### src/rtl/hdmi_pkg.sv
// Shared timing constants (640x480@60), sync polarities and sequencer state encoding
// for the HDMI output path.
package hdmi_pkg;

    localparam int unsigned H_ACT  = 640;
    localparam int unsigned H_FP   = 16;
    localparam int unsigned H_SYNC = 96;
    localparam int unsigned H_BP   = 48;
    localparam int unsigned V_ACT  = 480;
    localparam int unsigned V_FP   = 10;
    localparam int unsigned V_SYNC = 2;
    localparam int unsigned V_BP   = 33;

    localparam bit HS_POL = 1'b0;
    localparam bit VS_POL = 1'b0;

    localparam logic [23:0] FILL_RGB = 24'h000000;

    typedef enum logic [1:0] {
        StIdle,
        StRun,
        StStop
    } state_e;

endpackage

### src/rtl/video_pos_counter.sv
// Horizontal/vertical position counters with active-region and sync-window decode.
module video_pos_counter
    import hdmi_pkg::*;
#(
    parameter int unsigned HAct  = H_ACT,
    parameter int unsigned HFp   = H_FP,
    parameter int unsigned HSync = H_SYNC,
    parameter int unsigned HBp   = H_BP,
    parameter int unsigned VAct  = V_ACT,
    parameter int unsigned VFp   = V_FP,
    parameter int unsigned VSync = V_SYNC,
    parameter int unsigned VBp   = V_BP
) (
    input  logic       clk_i,
    input  logic       rst_ni,
    input  logic       adv_i,
    output logic [9:0] h_o,
    output logic [9:0] v_o,
    output logic       last_o,
    output logic       active_o,
    output logic       hsync_act_o,
    output logic       vsync_act_o
);

    localparam int unsigned HTot = HAct + HFp + HSync + HBp;
    localparam int unsigned VTot = VAct + VFp + VSync + VBp;

    localparam logic [9:0] HLast = 10'(HTot - 1);
    localparam logic [9:0] VLast = 10'(VTot - 1);

    // 11-bit bounds so a sync window ending exactly at 1024 still compares correctly.
    localparam logic [10:0] HActW  = 11'(HAct);
    localparam logic [10:0] HSBeg  = 11'(HAct + HFp);
    localparam logic [10:0] HSEnd  = 11'(HAct + HFp + HSync);
    localparam logic [10:0] VActW  = 11'(VAct);
    localparam logic [10:0] VSBeg  = 11'(VAct + VFp);
    localparam logic [10:0] VSEnd  = 11'(VAct + VFp + VSync);

    logic [9:0]  h_q, h_d, v_q, v_d;
    logic [10:0] h_x, v_x;

    always_comb begin
        h_d = h_q;
        v_d = v_q;
        if (adv_i) begin
            if (h_q == HLast) begin
                h_d = '0;
                v_d = (v_q == VLast) ? '0 : v_q + 10'd1;
            end else begin
                h_d = h_q + 10'd1;
            end
        end
    end

    always_ff @(posedge clk_i) begin
        if (!rst_ni) begin
            h_q <= '0;
            v_q <= '0;
        end else begin
            h_q <= h_d;
            v_q <= v_d;
        end
    end

    assign h_x = {1'b0, h_q};
    assign v_x = {1'b0, v_q};

    assign h_o         = h_q;
    assign v_o         = v_q;
    assign last_o      = (h_q == HLast) && (v_q == VLast);
    assign active_o    = (h_x < HActW) && (v_x < VActW);
    assign hsync_act_o = (h_x >= HSBeg) && (h_x < HSEnd);
    assign vsync_act_o = (v_x >= VSBeg) && (v_x < VSEnd);

endmodule

### src/rtl/hdmi_video_timing_ctrl.sv
// Start/stop video timing sequencer with a 2-stage pixel fetch pipeline feeding the
// TMDS encoders; sync, DE and RGB leave through the same two register stages.
module hdmi_video_timing_ctrl
    import hdmi_pkg::*;
#(
    parameter int unsigned HAct    = H_ACT,
    parameter int unsigned HFp     = H_FP,
    parameter int unsigned HSync   = H_SYNC,
    parameter int unsigned HBp     = H_BP,
    parameter int unsigned VAct    = V_ACT,
    parameter int unsigned VFp     = V_FP,
    parameter int unsigned VSync   = V_SYNC,
    parameter int unsigned VBp     = V_BP,
    parameter bit          HsPol   = HS_POL,
    parameter bit          VsPol   = VS_POL,
    parameter logic [23:0] FillRgb = FILL_RGB
) (
    input  logic        pixclk_i,
    input  logic        rst_ni,
    input  logic        en_i,
    input  logic        clr_underflow_i,
    output logic        pix_req_o,
    output logic [9:0]  pix_x_o,
    output logic [9:0]  pix_y_o,
    input  logic        pix_valid_i,
    input  logic [23:0] pix_rgb_i,
    output logic [7:0]  red_o,
    output logic [7:0]  green_o,
    output logic [7:0]  blue_o,
    output logic        de_o,
    output logic        hsync_o,
    output logic        vsync_o,
    output logic        frame_start_o,
    output logic        busy_o,
    output logic        underflow_o
);

    state_e      state_q, state_d;
    logic [9:0]  h, v;
    logic        last, active, hs_act, vs_act, running;
    logic        req1_q, hs1_q, vs1_q, fs1_q;
    logic        de_q, hsync_q, vsync_q, fs_q, uf_q, uf_d;
    logic [23:0] rgb_q, rgb_d;

    assign running = (state_q != StIdle);

    video_pos_counter #(
        .HAct  (HAct),
        .HFp   (HFp),
        .HSync (HSync),
        .HBp   (HBp),
        .VAct  (VAct),
        .VFp   (VFp),
        .VSync (VSync),
        .VBp   (VBp)
    ) u_pos (
        .clk_i       (pixclk_i),
        .rst_ni      (rst_ni),
        .adv_i       (running),
        .h_o         (h),
        .v_o         (v),
        .last_o      (last),
        .active_o    (active),
        .hsync_act_o (hs_act),
        .vsync_act_o (vs_act)
    );

    // Dropping en on the last position of a frame ends the frame right there.
    always_comb begin
        state_d = state_q;
        unique case (state_q)
            StIdle: if (en_i) state_d = StRun;
            StRun:  if (!en_i) state_d = last ? StIdle : StStop;
            StStop: begin
                if (en_i)      state_d = StRun;
                else if (last) state_d = StIdle;
            end
            default: state_d = StIdle;
        endcase
    end

    assign pix_req_o = running & active;
    assign pix_x_o   = pix_req_o ? h : '0;
    assign pix_y_o   = pix_req_o ? v : '0;

    always_comb begin
        rgb_d = '0;
        if (req1_q) rgb_d = pix_valid_i ? pix_rgb_i : FillRgb;
        uf_d = uf_q;
        if (req1_q && !pix_valid_i) uf_d = 1'b1;
        else if (clr_underflow_i)   uf_d = 1'b0;
    end

    always_ff @(posedge pixclk_i) begin
        if (!rst_ni) begin
            state_q <= StIdle;
            req1_q  <= 1'b0;
            hs1_q   <= 1'b0;
            vs1_q   <= 1'b0;
            fs1_q   <= 1'b0;
            de_q    <= 1'b0;
            rgb_q   <= '0;
            hsync_q <= ~HsPol;
            vsync_q <= ~VsPol;
            fs_q    <= 1'b0;
            uf_q    <= 1'b0;
        end else begin
            state_q <= state_d;
            req1_q  <= pix_req_o;
            hs1_q   <= running & hs_act;
            vs1_q   <= running & vs_act;
            fs1_q   <= pix_req_o & (h == '0) & (v == '0);
            de_q    <= req1_q;
            rgb_q   <= rgb_d;
            hsync_q <= hs1_q ? HsPol : ~HsPol;
            vsync_q <= vs1_q ? VsPol : ~VsPol;
            fs_q    <= fs1_q;
            uf_q    <= uf_d;
        end
    end

    assign red_o         = rgb_q[23:16];
    assign green_o       = rgb_q[15:8];
    assign blue_o        = rgb_q[7:0];
    assign de_o          = de_q;
    assign hsync_o       = hsync_q;
    assign vsync_o       = vsync_q;
    assign frame_start_o = fs_q;
    assign busy_o        = running;
    assign underflow_o   = uf_q;

endmodule
### config.mk
export PLATFORM = sky130hd
export DESIGN_NAME = hdmi_video_timing_ctrl
export DESIGN_NICKNAME = d
export VERILOG_FILES = /design/src/rtl/hdmi_pkg.sv /design/src/rtl/video_pos_counter.sv /design/src/rtl/hdmi_video_timing_ctrl.sv
export SDC_FILE = /design/constraint.sdc
export NUM_CORES = 1
export LEC_CHECK = 0
export ABC_CLOCK_PERIOD_IN_PS = 4000
export BUFFER_PORTS_ARGS = -buffer_cell sky130_fd_sc_hd__buf_2
export CORE_ASPECT_RATIO = 1.1
export CORE_UTILIZATION = 52
export DETAILED_ROUTE_END_ITERATION = 7
export PLACE_DENSITY = 0.9
export SYNTH_ARGS = -nofsm -noshare
export SYNTH_HDL_FRONTEND = slang
export SYNTH_SLANG_ARGS = --single-unit
### constraint.sdc
create_clock -name pixclk_i -period 4 [get_ports pixclk_i]
set_clock_uncertainty 0.1 [all_clocks]
set_input_delay 0 -clock pixclk_i [delete_from_list [all_inputs] [get_ports pixclk_i]]
set_output_delay 0 -clock pixclk_i [all_outputs]
set_load 0.01 [all_outputs]
==> report_table.html, run 1 <==
<table>
<tr><th>Metric</th><th>Value</th></tr>
<tr><th colspan="2">Outcome</th></tr>
<tr><td>Status</td><td>finished clean</td></tr>
<tr><th colspan="2">Setup path</th></tr>
<tr><td>Number of logic stages on the critical path including buffering</td><td>5</td></tr>
<tr><td>RR Endpoint</td><td>u_pos.v_o[7]$_SDFFE_PN0P_</td></tr>
<tr><td>Req. time, crit path</td><td>3.90 ns</td></tr>
<tr><td>Cell class contributing the biggest share of worst-path delay</td><td>simple AND/OR/NAND/NOR gates</td></tr>
<tr><td>CP peak stage delay</td><td>0.66 ns</td></tr>
<tr><td>Critical Path Start Type</td><td>flop</td></tr>
<tr><td>Maximum fanout encountered on the critical timing path</td><td>13</td></tr>
<tr><td>Ordered list of cells on the worst path</td><td>and4_1 &gt; nor4b_2 &gt; buf_4 &gt; and2_1 &gt; buf_2</td></tr>
<tr><td>Element type at the critical path end</td><td>output port</td></tr>
<tr><td>Critical path arrival</td><td>2.20 ns</td></tr>
<tr><td>Slack of the worst reg-to-reg path</td><td>1.79 ns</td></tr>
<tr><td>Crit path max-delay cell type</td><td>sky130_fd_sc_hd__nor4b_2</td></tr>
<tr><td>R2R depth</td><td>5</td></tr>
<tr><td>Kind of critical path</td><td>flop to output port</td></tr>
<tr><td>Worst path bufs/invs</td><td>2</td></tr>
<tr><td>RR Startpoint</td><td>u_pos.h_o[1]$_SDFFE_PN0N_</td></tr>
<tr><th colspan="2">Yosys</th></tr>
<tr><td>Post-synth ARST share</td><td>0%</td></tr>
<tr><td>Simple-gate share of the synthesized area</td><td>32.1%</td></tr>
<tr><td>Synth Flop Type</td><td>sky130_fd_sc_hd__dfxtp_1</td></tr>
<tr><td>#FFs+latches synth</td><td>55</td></tr>
<tr><td>Main combinational cell family by area after synthesis</td><td>simple AND/OR/NAND/NOR gates</td></tr>
<tr><td>Compound-gate portion of the synthesized area</td><td>6.75%</td></tr>
<tr><td>Number of enable-type register cells in the synthesized netlist</td><td>0</td></tr>
<tr><td>Synth warnings</td><td>0</td></tr>
<tr><td>Synthesized-area fraction occupied by xor and xnor cells</td><td>4.37%</td></tr>
<tr><td>Net count after synthesis</td><td>268</td></tr>
<tr><td>Synthesized instance count</td><td>234</td></tr>
<tr><td>Cell Area, Synth</td><td>2210 sq um</td></tr>
<tr><td>Fraction of synthesized area in multiplexers</td><td>0%</td></tr>
<tr><td>Sequential fraction of the synthesis area</td><td>49.9%</td></tr>
<tr><td>Post-synth cell types</td><td>38</td></tr>
<tr><td>Average cell area after synthesis</td><td>9.43 sq um</td></tr>
<tr><td>Arithmetic-cell share of the synthesized area counting full adders, half adders and majority gates</td><td>2.84%</td></tr>
<tr><th colspan="2">Power and ir drop</th></tr>
<tr><td>Power, Total</td><td>0.952 mW</td></tr>
<tr><td>P_leak</td><td>1.37 nW</td></tr>
<tr><td>Total power density per cell area</td><td>319 nW/um^2</td></tr>
<tr><td>Worst supply voltage drop on vdd</td><td>0.255 mV</td></tr>
<tr><th colspan="2">Routing</th></tr>
<tr><td>Post-DR vias/cell</td><td>5.21</td></tr>
<tr><td>Final WL</td><td>5.69 mm</td></tr>
<tr><td>Number of DRC violations after detailed-routing iteration 0</td><td>110</td></tr>
<tr><td>Number of design rule violations left after detail routing</td><td>0</td></tr>
<tr><td>Via Count</td><td>2032</td></tr>
<tr><td>Post-DRT Antenna Nets</td><td>0</td></tr>
<tr><td>1st-pass router iterations</td><td>4</td></tr>
<tr><td>WL per Instance</td><td>14.6 microns</td></tr>
<tr><th colspan="2">STA</th></tr>
<tr><td>Setup repair after global routing missed its margin</td><td>no</td></tr>
<tr><td>Final cycle utilization of the critical path</td><td>57.5%</td></tr>
<tr><td>Upper clock frequency limit</td><td>0.435 GHz</td></tr>
<tr><td>Number of endpoints failing setup at the final stage</td><td>0</td></tr>
<tr><td>Fin crit period</td><td>2.30 ns</td></tr>
<tr><td>Final sum of negative setup slack</td><td>0 ns</td></tr>
<tr><td>Headroom to the max-slew limit</td><td>49.6%</td></tr>
<tr><td>Fin. max-slew vios</td><td>0</td></tr>
<tr><td>Actual slew at the worst max-slew pin</td><td>0.754 ns</td></tr>
<tr><td>Final hold violation count</td><td>0</td></tr>
<tr><th colspan="2">CTS</th></tr>
<tr><td>Count of H-tree levels built during CTS</td><td>2</td></tr>
<tr><td>Inserted Clock Buffers</td><td>5</td></tr>
<tr><td>Buffers from clock root to sink, at most</td><td>2</td></tr>
<tr><td>CTS clock-pin slew for the worst setup and hold paths</td><td>0.11 ns</td></tr>
<tr><td>TritonCTS clock tree</td><td>yes</td></tr>
<tr><td>Clock Sinks</td><td>55</td></tr>
<tr><td>Root buffer cell</td><td>sky130_fd_sc_hd__clkbuf_8</td></tr>
<tr><td>Latest clock arrival within the worst-skew pair</td><td>0.32 ns</td></tr>
<tr><td>Post-cts resize count</td><td>0</td></tr>
<tr><th colspan="2">Hold path</th></tr>
<tr><td>Worst Hold Path Cells</td><td>1</td></tr>
<tr><td>Hold-critical path endpoint</td><td>hsync_o$_SDFF_PN1_</td></tr>
<tr><td>Path class of the lowest-slack min-delay path</td><td>flop to flop</td></tr>
<tr><td>Origin of the worst min-delay path</td><td>hs1_q$_SDFF_PN0_</td></tr>
<tr><th colspan="2">Floorplan</th></tr>
<tr><td>Overall die area</td><td>4510 sq um</td></tr>
<tr><td>Initial standard-cell utilization of the core</td><td>54.8%</td></tr>
<tr><td>Total number of placement rows</td><td>24</td></tr>
<tr><td>Total core area</td><td>4020 sq um</td></tr>
<tr><td>Die outline width</td><td>64.1 microns</td></tr>
<tr><td>I/O pin cnt</td><td>80</td></tr>
<tr><td>Vertical die dimension</td><td>70.3 microns</td></tr>
<tr><th colspan="2">Placement</th></tr>
<tr><td>Final HPWL from detailed placement</td><td>3.61 mm</td></tr>
<tr><td>RD Place Congestion</td><td>0.834</td></tr>
<tr><td>Quantity of I/O buffers inserted on ports</td><td>78</td></tr>
<tr><td>DP Cell Count</td><td>354</td></tr>
<tr><td>Dpl cell area</td><td>2610 sq um</td></tr>
<tr><th colspan="2">Finish</th></tr>
<tr><td>Layout cells sized above 1</td><td>26.6%</td></tr>
<tr><td>Fin area</td><td>2990 sq um</td></tr>
<tr><td>Final Core Density</td><td>74.2%</td></tr>
<tr><td>Final std cells w/o fill</td><td>390</td></tr>
<tr><td>Antenna fix cells</td><td>0</td></tr>
<tr><td>Number of nets in the layout</td><td>371</td></tr>
<tr><td>Synth-to-layout area growth</td><td>35.3%</td></tr>
<tr><th colspan="2">Global routing</th></tr>
<tr><td>Total track usage</td><td>26.5%</td></tr>
<tr><td>Total congestion overflow after global routing</td><td>0</td></tr>
<tr><td>Wire length of the first global-routing pass</td><td>9.07 mm</td></tr>
<tr><td>Number of global-route vias before repair</td><td>1989</td></tr>
<tr><td>Initial antenna violation count</td><td>0</td></tr>
<tr><td>Maximum number of pins on one net before global-route repair</td><td>25</td></tr>
<tr><th colspan="2">Job</th></tr>
<tr><td>Count of max-cap constraint violations</td><td>0</td></tr>
</table>
-- cell families after synthesis --
logic type	count (synthesis)
simple gates	120
xor+xnor	11
compound gates	25
other cells	1
buf+inv	17
flops	55
fa+ha+maj	5
-- cell type report --
cell class | count | area [sq um]
Timing Repair Buffer | 107 | 678
Sequential cell | 55 | 1100
Multi-Input combinational cell | 162 | 1030
Inverter | 6 | 22.5
Clock inverter | 3 | 23.8
Tap cell | 52 | 65.1
Fill cell | 290 | 1040
Clock buffer | 5 | 68.8
-- state kept, by name, indices dropped and copies added, names as in the netlist --
| register | flops |
|---|---|
| hsync_o | 1 |
| u_pos.v_o | 10 |
| state_q | 2 |
| vs1_q | 1 |
| underflow_o | 1 |
| req1_q | 1 |
| vsync_o | 1 |
| rgb_q | 24 |
| fs1_q | 1 |
| u_pos.h_o | 10 |
| hs1_q | 1 |
| frame_start_o | 1 |
| de_o | 1 |
-- Yosys cell counts (all sizes together) (2+ instances only) --
master,n,area [sq um]
nor2b,3,18.8
and3,4,25.0
nor4b,3,26.3
nand3b,2,15.0
nor4,6,37.5
o21ai,10,50.0
inv,6,22.5
nand4,3,18.8
xnor2,6,52.6
nor3,3,15.0
or4,3,22.5
nor2,12,45.0
nand4b,3,26.3
nand2,15,56.3
buf,5,40.0
nand2b,2,12.5
and4,2,17.5
nand3,5,25.0
xor2,5,43.8
and2,47,294
or3,5,36.3
dfxtp,55,1100
ha,5,62.6
a21oi,9,45.0
clkbuf,6,22.5
-- timing repair --
item                                   CTS  global route
endpoints found under the hold margin   33             0
hold buffers                            28             0
setup buffers                            0             0
-- placed cells by master, fill, tap and decap left out, drive strengths merged, types with 2 or more instances in the layout --
cell type,netlist,routed
buf,5,79
dfxtp,55,55
and2,47,47
dlygate4sd3,0,28
nand2,15,15
nor2,12,12
o21ai,10,10
a21oi,9,9
inv,6,7
xnor2,6,6
nor4,6,6
nand3,5,5
xor2,5,5
ha,5,5
clkbuf,6,5
or3,5,5
and3,4,4
nand4b,3,3
nor2b,3,3
nand4,3,3
nor3,3,3
or4,3,3
nor4b,3,3
and4,2,2
nand3b,2,2
nand2b,2,2
-- metal layers --
metal	track usage, %	routed length (microns)	up-vias
li1	-	-	987
met1	28.9	2220	943
met2	47.0	2980	79
met3	6.37	295	23
met4	13.6	192	0
met5	0	0	-
-- metrics by stage --
step	setup slack (ns)	hold WS, ns
after global placement	1.92	0.0912
after floorplan	1.98	-0.00846
final	1.70	0.261
after global routing	1.55	0.269
after detailed placement	1.84	0.101
after CTS	1.73	0.273
-- power breakdown --
| part | leakage [nW] | internal, mW | switching [mW] |
|---|---|---|---|
| registers | 0.445 | 0.555 | 0.00486 |
| clock network | 0.0461 | 0.127 | 0.191 |
| logic | 0.876 | 0.0414 | 0.0333 |
-- worst max path at each step --
stage	start	end
final	u_pos.v_o[8]$_SDFFE_PN0P_	pix_x_o[1]
after global routing	u_pos.v_o[8]$_SDFFE_PN0P_	pix_y_o[0]
after CTS	u_pos.v_o[8]$_SDFFE_PN0P_	pix_x_o[1]
after detailed placement	u_pos.h_o[1]$_SDFFE_PN0N_	u_pos.v_o[7]$_SDFFE_PN0P_
after global placement	u_pos.h_o[1]$_SDFFE_PN0N_	u_pos.v_o[7]$_SDFFE_PN0P_
after floorplan	u_pos.h_o[1]$_SDFFE_PN0N_	u_pos.v_o[7]$_SDFFE_PN0P_
No activity file was read; power rests on OpenSTA's default activity.
==> run 2: changes to the inputs <==
--- a/config.mk
+++ b/config.mk
@@ -5,12 +5,12 @@
 export SDC_FILE = /design/constraint.sdc
 export NUM_CORES = 1
 export LEC_CHECK = 0
-export ABC_CLOCK_PERIOD_IN_PS = 4000
+export ABC_CLOCK_PERIOD_IN_PS = 2300
 export BUFFER_PORTS_ARGS = -buffer_cell sky130_fd_sc_hd__buf_2
 export CORE_ASPECT_RATIO = 1.1
-export CORE_UTILIZATION = 52
+export CORE_UTILIZATION = 49
 export DETAILED_ROUTE_END_ITERATION = 7
-export PLACE_DENSITY = 0.9
+export PLACE_DENSITY = 0.86
 export SYNTH_ARGS = -nofsm -noshare
 export SYNTH_HDL_FRONTEND = slang
 export SYNTH_SLANG_ARGS = --single-unit
==> constraint.sdc (replaced) <==
create_clock -name pixclk_i -period 2.3 [get_ports pixclk_i]
set_clock_uncertainty 0.1 [all_clocks]
set_input_delay 0 -clock pixclk_i [delete_from_list [all_inputs] [get_ports pixclk_i]]
set_output_delay 0 -clock pixclk_i [all_outputs]
set_load 0.01 [all_outputs]
==> run 2 against run 1 <==
Against the previous run:
- worst hold slack improved by 0.0061 ns
- first-iteration DRC count rose by 61%
- sequential cell count did not move
- largest cell class unchanged
- critical path depth fell by 1
==> report_table.html, run 2 (synthesized netlist as in run 1, its figures left out) <==
<table>
<tr><th>Metric</th><th>Value</th></tr>
<tr><th colspan="2">Finish</th></tr>
<tr><td>Antenna fix cells</td><td>0</td></tr>
<tr><td>Commonest cells after routing, fill and taps aside</td><td>78 x sky130_fd_sc_hd__buf_2, 55 x sky130_fd_sc_hd__dfxtp_1, 47 x sky130_fd_sc_hd__and2_1, 28 x sky130_fd_sc_hd__dlygate4sd3_1, 15 x sky130_fd_sc_hd__nand2_1</td></tr>
<tr><td>Final std cells w/o fill</td><td>393</td></tr>
<tr><td>Largest register by flop count</td><td>rgb_q</td></tr>
<tr><td>Synth-to-layout area growth</td><td>36.0%</td></tr>
<tr><td>Total of fill cells in the finished design</td><td>318</td></tr>
<tr><td>Number of nets in the layout</td><td>372</td></tr>
<tr><td>Layout cells sized above 1</td><td>26.5%</td></tr>
<tr><td>Final Core Density</td><td>69.5%</td></tr>
<tr><td>Fin area</td><td>3000 sq um</td></tr>
<tr><td>Leading cell type in the layout, fill and taps excluded</td><td>sky130_fd_sc_hd__buf_2</td></tr>
<tr><td>Flip-flop count of the largest register after layout</td><td>24</td></tr>
<tr><td>Area of the multi-input gates</td><td>1030 sq um</td></tr>
<tr><td>Sequential cell area</td><td>1100 sq um</td></tr>
<tr><th colspan="2">Placement</th></tr>
<tr><td>RD Place Congestion</td><td>0.822</td></tr>
<tr><td>Final HPWL from detailed placement</td><td>3.32 mm</td></tr>
<tr><td>DP Cell Count</td><td>357</td></tr>
<tr><td>Dpl cell area</td><td>2620 sq um</td></tr>
<tr><td>Quantity of I/O buffers inserted on ports</td><td>78</td></tr>
<tr><td>Pre-CTS worst setup slack</td><td>0.311 ns</td></tr>
<tr><th colspan="2">STA</th></tr>
<tr><td>Upper clock frequency limit</td><td>0.489 GHz</td></tr>
<tr><td>Final sum of negative setup slack</td><td>0 ns</td></tr>
<tr><td>Headroom to the max-slew limit</td><td>60.6%</td></tr>
<tr><td>Number of endpoints failing setup at the final stage</td><td>0</td></tr>
<tr><td>Setup WS post-layout</td><td>0.256 ns</td></tr>
<tr><td>Actual slew at the worst max-slew pin</td><td>0.586 ns</td></tr>
<tr><td>Fin. max-slew vios</td><td>0</td></tr>
<tr><td>Fin crit period</td><td>2.04 ns</td></tr>
<tr><td>Final cycle utilization of the critical path</td><td>88.9%</td></tr>
<tr><td>Setup repair after global routing missed its margin</td><td>no</td></tr>
<tr><td>Worst Hold Slack</td><td>0.267 ns</td></tr>
<tr><td>Final hold violation count</td><td>0</td></tr>
<tr><th colspan="2">Hold path</th></tr>
<tr><td>Path class of the lowest-slack min-delay path</td><td>flop to flop</td></tr>
<tr><th colspan="2">Global routing</th></tr>
<tr><td>Number of global-route vias before repair</td><td>1754</td></tr>
<tr><td>Wire length of the first global-routing pass</td><td>8.11 mm</td></tr>
<tr><td>Total track usage</td><td>22.7%</td></tr>
<tr><td>Maximum number of pins on one net before global-route repair</td><td>25</td></tr>
<tr><td>Initial antenna violation count</td><td>0</td></tr>
<tr><td>Total congestion overflow after global routing</td><td>0</td></tr>
<tr><th colspan="2">Job</th></tr>
<tr><td>Count of max-cap constraint violations</td><td>0</td></tr>
<tr><th colspan="2">Routing</th></tr>
<tr><td>Number of design rule violations left after detail routing</td><td>0</td></tr>
<tr><td>Post-DR vias/cell</td><td>5.04</td></tr>
<tr><td>1st-pass router iterations</td><td>4</td></tr>
<tr><td>WL per Instance</td><td>13.8 microns</td></tr>
<tr><td>Via Count</td><td>1980</td></tr>
<tr><td>Final WL</td><td>5.43 mm</td></tr>
<tr><td>Number of DRC violations after detailed-routing iteration 0</td><td>177</td></tr>
<tr><td>Post-DRT Antenna Nets</td><td>0</td></tr>
<tr><th colspan="2">Floorplan</th></tr>
<tr><td>Overall die area</td><td>4770 sq um</td></tr>
<tr><td>Initial standard-cell utilization of the core</td><td>51.1%</td></tr>
<tr><td>Total core area</td><td>4320 sq um</td></tr>
<tr><td>Total number of placement rows</td><td>25</td></tr>
<tr><td>I/O pin cnt</td><td>80</td></tr>
<tr><td>Die outline width</td><td>66.0 microns</td></tr>
<tr><td>Vertical die dimension</td><td>72.4 microns</td></tr>
<tr><th colspan="2">Setup path</th></tr>
<tr><td>Critical path arrival</td><td>2.19 ns</td></tr>
<tr><td>Req. time, crit path</td><td>2.45 ns</td></tr>
<tr><td>RR Endpoint</td><td>u_pos.v_o[4]$_SDFFE_PN0P_</td></tr>
<tr><td>Kind of critical path</td><td>flop to flop</td></tr>
<tr><td>Maximum fanout encountered on the critical timing path</td><td>9</td></tr>
<tr><td>Element type at the critical path end</td><td>flop</td></tr>
<tr><td>CP Capture Point</td><td>u_pos.v_o[4]$_SDFFE_PN0P_</td></tr>
<tr><td>R2R depth</td><td>4</td></tr>
<tr><td>Worst setup path start</td><td>u_pos.h_o[4]$_SDFFE_PN0N_</td></tr>
<tr><td>Critical Path Start Type</td><td>flop</td></tr>
<tr><td>RR Startpoint</td><td>u_pos.h_o[4]$_SDFFE_PN0N_</td></tr>
<tr><td>Slack of the worst reg-to-reg path</td><td>0.26 ns</td></tr>
<tr><th colspan="2">CTS</th></tr>
<tr><td>Root buffer cell</td><td>sky130_fd_sc_hd__clkbuf_8</td></tr>
<tr><td>Latest clock arrival within the worst-skew pair</td><td>0.32 ns</td></tr>
<tr><td>TritonCTS clock tree</td><td>yes</td></tr>
<tr><td>CTS clock-pin slew for the worst setup and hold paths</td><td>0.10 ns</td></tr>
<tr><td>Clock Sinks</td><td>55</td></tr>
<tr><td>Number of post-CTS setup repair buffers</td><td>0</td></tr>
<tr><td>Count of H-tree levels built during CTS</td><td>2</td></tr>
<tr><td>Inserted Clock Buffers</td><td>5</td></tr>
<tr><td>Buffers from clock root to sink, at most</td><td>2</td></tr>
<tr><th colspan="2">Power and ir drop</th></tr>
<tr><td>Power, Total</td><td>1.64 mW</td></tr>
<tr><td>P_leak</td><td>1.38 nW</td></tr>
<tr><td>Worst supply voltage drop on vdd</td><td>0.497 mV</td></tr>
<tr><td>Total power density per cell area</td><td>547 nW/um^2</td></tr>
<tr><th colspan="2">Outcome</th></tr>
<tr><td>Status</td><td>finished clean</td></tr>
</table>
[run 2: cell types whose count changed in the layout (fill, tap and decap cells not counted)]
| cell | previous run | this run |
|---|---|---|
| sky130_fd_sc_hd__buf_4 | 1 | 2 |
| sky130_fd_sc_hd__clkbuf_1 | 0 | 1 |
| sky130_fd_sc_hd__clkinv_2 | 1 | 0 |
| sky130_fd_sc_hd__inv_6 | 0 | 1 |
| sky130_fd_sc_hd__inv_8 | 1 | 0 |
| sky130_fd_sc_hd__nor4b_2 | 1 | 0 |
| sky130_fd_sc_hd__nor4b_4 | 0 | 1 |
[run 2: critical path: stages, from the launching register on]
cell and delay [ns]:
sky130_fd_sc_hd__dfxtp_1 0.48, sky130_fd_sc_hd__nand4b_1 0.27, sky130_fd_sc_hd__or4_1 0.65, sky130_fd_sc_hd__or3_1 0.34, sky130_fd_sc_hd__a21oi_1 0.14
[run 2: how the worst min path moves through the flow]
stage,slack [ns],cells past startpoint,from,to
after floorplan,-0.008,1,en_i,state_q[1]$_SDFFE_PN0P_
final,0.27,1,hs1_q$_SDFF_PN0_,hsync_o$_SDFF_PN1_
after detailed placement,0.10,2,pix_rgb_i[23],rgb_q[23]$_SDFF_PN0_
after CTS,0.27,1,hs1_q$_SDFF_PN0_,hsync_o$_SDFF_PN1_
after global placement,0.09,2,en_i,state_q[1]$_SDFFE_PN0P_
after global routing,0.28,1,vs1_q$_SDFF_PN0_,vsync_o$_SDFF_PN1_
[run 2: metal layers]
| metal | share of wire [%] | GRT usage, % | up-vias |
|---|---|---|---|
| met1 | 40 | 25.1 | 908 |
| met2 | 53 | 41.0 | 64 |
| met3 | 4.2 | 3.14 | 13 |
| li1 | - | - | 995 |
| met5 | 0 | 0 | - |
| met4 | 2.9 | 12.8 | 0 |
[run 2: repair_timing]
action / CTS / global route
hold buffers: 28 / 0
setup endpoints to repair: 0 / 12
resized for setup: 0 / 1
endpoints found under the hold margin: 32 / 0
[run 2: where the power goes]
part | leakage, nW | internal [mW] | switching (mW)
logic | 0.890 | 0.0732 | 0.0574
clock network | 0.0418 | 0.219 | 0.317
registers | 0.445 | 0.966 | 0.00830
total | 1.38 | 1.26 | 0.383
[run 2: cell type report]
type	count	share of cell area [%]
Clock buffer	6	2.42
Sequential cell	55	36.7
Clock inverter	2	0.542
Tap cell	54	2.25
Inverter	6	0.751
Timing Repair Buffer	108	22.9
Multi-Input combinational cell	162	34.5
==> run 3: changes to the inputs <==
--- a/config.mk
+++ b/config.mk
@@ -10,6 +10,7 @@
 export CORE_ASPECT_RATIO = 1.1
 export CORE_UTILIZATION = 49
 export DETAILED_ROUTE_END_ITERATION = 7
+export MAX_ROUTING_LAYER = met4
 export PLACE_DENSITY = 0.86
 export SYNTH_ARGS = -nofsm -noshare
 export SYNTH_HDL_FRONTEND = slang
==> run 3 against run 2 <==
Against the previous run:
- cell area unchanged
- maximum frequency rose by 0.20%
- power hardly changed
- critical path depth is the same
- clock power hardly changed
- cell count stayed put
==> report_table.html, run 3 (synthesized netlist as in run 1, its figures left out) <==
<table>
<tr><th>Metric</th><th>Value</th></tr>
<tr><th colspan="2">Placement</th></tr>
<tr><td>Dpl cell area</td><td>2620 sq um</td></tr>
<tr><td>DP Cell Count</td><td>357</td></tr>
<tr><td>Pre-CTS worst setup slack</td><td>0.311 ns</td></tr>
<tr><td>RD Place Congestion</td><td>0.835</td></tr>
<tr><td>Quantity of I/O buffers inserted on ports</td><td>78</td></tr>
<tr><td>Final HPWL from detailed placement</td><td>3.32 mm</td></tr>
<tr><th colspan="2">Routing</th></tr>
<tr><td>Final WL</td><td>5.42 mm</td></tr>
<tr><td>Total length of routed met3 wires</td><td>206 microns</td></tr>
<tr><td>Via Count</td><td>1983</td></tr>
<tr><td>WL per Instance</td><td>13.8 microns</td></tr>
<tr><td>1st-pass router iterations</td><td>4</td></tr>
<tr><td>Post-DR vias/cell</td><td>5.05</td></tr>
<tr><td>Sum of routed wire segments on met1</td><td>2.16 mm</td></tr>
<tr><td>Number of DRC violations after detailed-routing iteration 0</td><td>181</td></tr>
<tr><td>Met2 routed WL</td><td>2.90 mm</td></tr>
<tr><td>Number of design rule violations left after detail routing</td><td>0</td></tr>
<tr><td>Uppermost signal routing layer after detailed routing</td><td>met4</td></tr>
<tr><td>Post-DRT Antenna Nets</td><td>0</td></tr>
<tr><th colspan="2">CTS</th></tr>
<tr><td>CTS clock-pin slew for the worst setup and hold paths</td><td>0.10 ns</td></tr>
<tr><td>Latest clock arrival within the worst-skew pair</td><td>0.32 ns</td></tr>
<tr><td>TritonCTS clock tree</td><td>yes</td></tr>
<tr><td>Clock Sinks</td><td>55</td></tr>
<tr><td>Number of post-CTS setup repair buffers</td><td>0</td></tr>
<tr><td>Inserted Clock Buffers</td><td>5</td></tr>
<tr><td>Buffers from clock root to sink, at most</td><td>2</td></tr>
<tr><td>Root buffer cell</td><td>sky130_fd_sc_hd__clkbuf_8</td></tr>
<tr><td>Count of H-tree levels built during CTS</td><td>2</td></tr>
<tr><th colspan="2">STA</th></tr>
<tr><td>Final cycle utilization of the critical path</td><td>88.7%</td></tr>
<tr><td>Final hold violation count</td><td>0</td></tr>
<tr><td>Fin. max-slew vios</td><td>0</td></tr>
<tr><td>Headroom to the max-slew limit</td><td>61.0%</td></tr>
<tr><td>Setup repair after global routing missed its margin</td><td>no</td></tr>
<tr><td>Setup WS post-layout</td><td>0.260 ns</td></tr>
<tr><td>Final sum of negative setup slack</td><td>0 ns</td></tr>
<tr><td>Actual slew at the worst max-slew pin</td><td>0.580 ns</td></tr>
<tr><td>Number of endpoints failing setup at the final stage</td><td>0</td></tr>
<tr><td>Fin crit period</td><td>2.04 ns</td></tr>
<tr><td>Upper clock frequency limit</td><td>0.490 GHz</td></tr>
<tr><th colspan="2">Power and ir drop</th></tr>
<tr><td>Power, Total</td><td>1.64 mW</td></tr>
<tr><td>P_leak</td><td>1.38 nW</td></tr>
<tr><td>Total power density per cell area</td><td>547 nW/um^2</td></tr>
<tr><td>Worst supply voltage drop on vdd</td><td>0.498 mV</td></tr>
<tr><th colspan="2">Setup path</th></tr>
<tr><td>Crit path max-delay cell type</td><td>sky130_fd_sc_hd__or4_1</td></tr>
<tr><td>Req. time, crit path</td><td>2.45 ns</td></tr>
<tr><td>CP Capture Point</td><td>u_pos.v_o[4]$_SDFFE_PN0P_</td></tr>
<tr><td>Slack of the worst reg-to-reg path</td><td>0.26 ns</td></tr>
<tr><td>Element type at the critical path end</td><td>flop</td></tr>
<tr><td>Critical Path Start Type</td><td>flop</td></tr>
<tr><td>Worst setup path start</td><td>u_pos.h_o[4]$_SDFFE_PN0N_</td></tr>
<tr><td>Kind of critical path</td><td>flop to flop</td></tr>
<tr><td>CP peak stage delay</td><td>0.65 ns</td></tr>
<tr><td>Maximum fanout encountered on the critical timing path</td><td>9</td></tr>
<tr><td>RR Startpoint</td><td>u_pos.h_o[4]$_SDFFE_PN0N_</td></tr>
<tr><td>R2R depth</td><td>4</td></tr>
<tr><td>Ordered list of cells on the worst path</td><td>nand4b_1 &gt; or4_1 &gt; or3_1 &gt; a21oi_1</td></tr>
<tr><td>RR Endpoint</td><td>u_pos.v_o[4]$_SDFFE_PN0P_</td></tr>
<tr><td>Critical path arrival</td><td>2.19 ns</td></tr>
<tr><th colspan="2">Floorplan</th></tr>
<tr><td>Die outline width</td><td>66.0 microns</td></tr>
<tr><td>Overall die area</td><td>4770 sq um</td></tr>
<tr><td>Initial standard-cell utilization of the core</td><td>51.1%</td></tr>
<tr><td>I/O pin cnt</td><td>80</td></tr>
<tr><td>Total number of placement rows</td><td>25</td></tr>
<tr><td>Total core area</td><td>4320 sq um</td></tr>
<tr><td>Vertical die dimension</td><td>72.4 microns</td></tr>
<tr><th colspan="2">Finish</th></tr>
<tr><td>Fin area</td><td>3000 sq um</td></tr>
<tr><td>Largest register by flop count</td><td>rgb_q</td></tr>
<tr><td>Leading cell type in the layout, fill and taps excluded</td><td>sky130_fd_sc_hd__buf_2</td></tr>
<tr><td>Final std cells w/o fill</td><td>393</td></tr>
<tr><td>Area of the multi-input gates</td><td>1030 sq um</td></tr>
<tr><td>Sequential cell area</td><td>1100 sq um</td></tr>
<tr><td>Commonest cells after routing, fill and taps aside</td><td>78 x sky130_fd_sc_hd__buf_2, 55 x sky130_fd_sc_hd__dfxtp_1, 47 x sky130_fd_sc_hd__and2_1, 28 x sky130_fd_sc_hd__dlygate4sd3_1, 15 x sky130_fd_sc_hd__nand2_1</td></tr>
<tr><td>Number of nets in the layout</td><td>372</td></tr>
<tr><td>Layout cells sized above 1</td><td>26.5%</td></tr>
<tr><td>Flip-flop count of the largest register after layout</td><td>24</td></tr>
<tr><td>Total of fill cells in the finished design</td><td>318</td></tr>
<tr><td>Antenna fix cells</td><td>0</td></tr>
<tr><td>Synth-to-layout area growth</td><td>36.0%</td></tr>
<tr><th colspan="2">Global routing</th></tr>
<tr><td>Initial antenna violation count</td><td>0</td></tr>
<tr><td>Total congestion overflow after global routing</td><td>0</td></tr>
<tr><td>Wire length of the first global-routing pass</td><td>8.12 mm</td></tr>
<tr><td>Number of global-route vias before repair</td><td>1758</td></tr>
<tr><td>Total track usage</td><td>23.4%</td></tr>
<tr><td>Maximum number of pins on one net before global-route repair</td><td>25</td></tr>
<tr><th colspan="2">Outcome</th></tr>
<tr><td>Status</td><td>finished clean</td></tr>
<tr><th colspan="2">Hold path</th></tr>
<tr><td>Path class of the lowest-slack min-delay path</td><td>flop to flop</td></tr>
<tr><th colspan="2">Job</th></tr>
<tr><td>Count of max-cap constraint violations</td><td>0</td></tr>
</table>
[run 3: cell counts in the layout (fill, tap and decap cells not counted)]
No cell type changed its count.
[run 3: area by class of cell]
class	count	share of cell area (%)
sequential	55	36.7
multi-input combinational	162	34.5
timing repair buffer	108	22.9
clock buffer	6	2.42
tap	54	2.25
inverter	6	0.751
clock inverter	2	0.542
[run 3: what timing repair did]
action	in CTS	in global routing
gates resized for setup	0	1
hold buffers	28	0
endpoints found under the hold margin	32	0
endpoints found under the setup margin	0	12
[run 3: power by group]
part / switching [mW] / leakage, nW / total (mW) / internal, mW
clock network: 0.319 / 0.0418 / 0.538 / 0.219
logic: 0.0572 / 0.890 / 0.130 / 0.0732
registers: 0.00827 / 0.445 / 0.974 / 0.966
total: 0.384 / 1.38 / 1.64 / 1.26
[run 3: worst min path at each step]
| stage | startpoint | endpoint | slack, ns | cells past startpoint |
|---|---|---|---|---|
| 2_1_floorplan | en_i | state_q[1]$_SDFFE_PN0P_ | -0.008 | 1 |
| 3_3_place_gp | en_i | state_q[1]$_SDFFE_PN0P_ | 0.09 | 2 |
| 3_5_place_dp | pix_rgb_i[23] | rgb_q[23]$_SDFF_PN0_ | 0.10 | 2 |
| 4_1_cts | hs1_q$_SDFF_PN0_ | hsync_o$_SDFF_PN1_ | 0.27 | 1 |
| 5_1_grt | vs1_q$_SDFF_PN0_ | vsync_o$_SDFF_PN1_ | 0.28 | 1 |
| 6_report | hs1_q$_SDFF_PN0_ | hsync_o$_SDFF_PN1_ | 0.27 | 1 |
[run 3: stage by stage]
stage / utilization (%) / hold WS, ns
5_1_grt: 69.5 / 0.284
4_1_cts: 69.3 / 0.272
3_3_place_gp: 60.8 / 0.0910
3_5_place_dp: 60.8 / 0.102
2_1_floorplan: - / -0.00846
6_report: 69.5 / 0.267
[run 3: per-layer routing]
layer	vias up	GRT usage, %
met4	0	12.8
met1	915	25.3
met2	60	40.9
met3	13	3.14
li1	995	-
met5	-	-
[run 3: critical path, delay by kind of cell (launching register included)]
kind            cells  cell delay, ns
flops               1            0.48
compound gates      1            0.14
simple gates        3            1.25
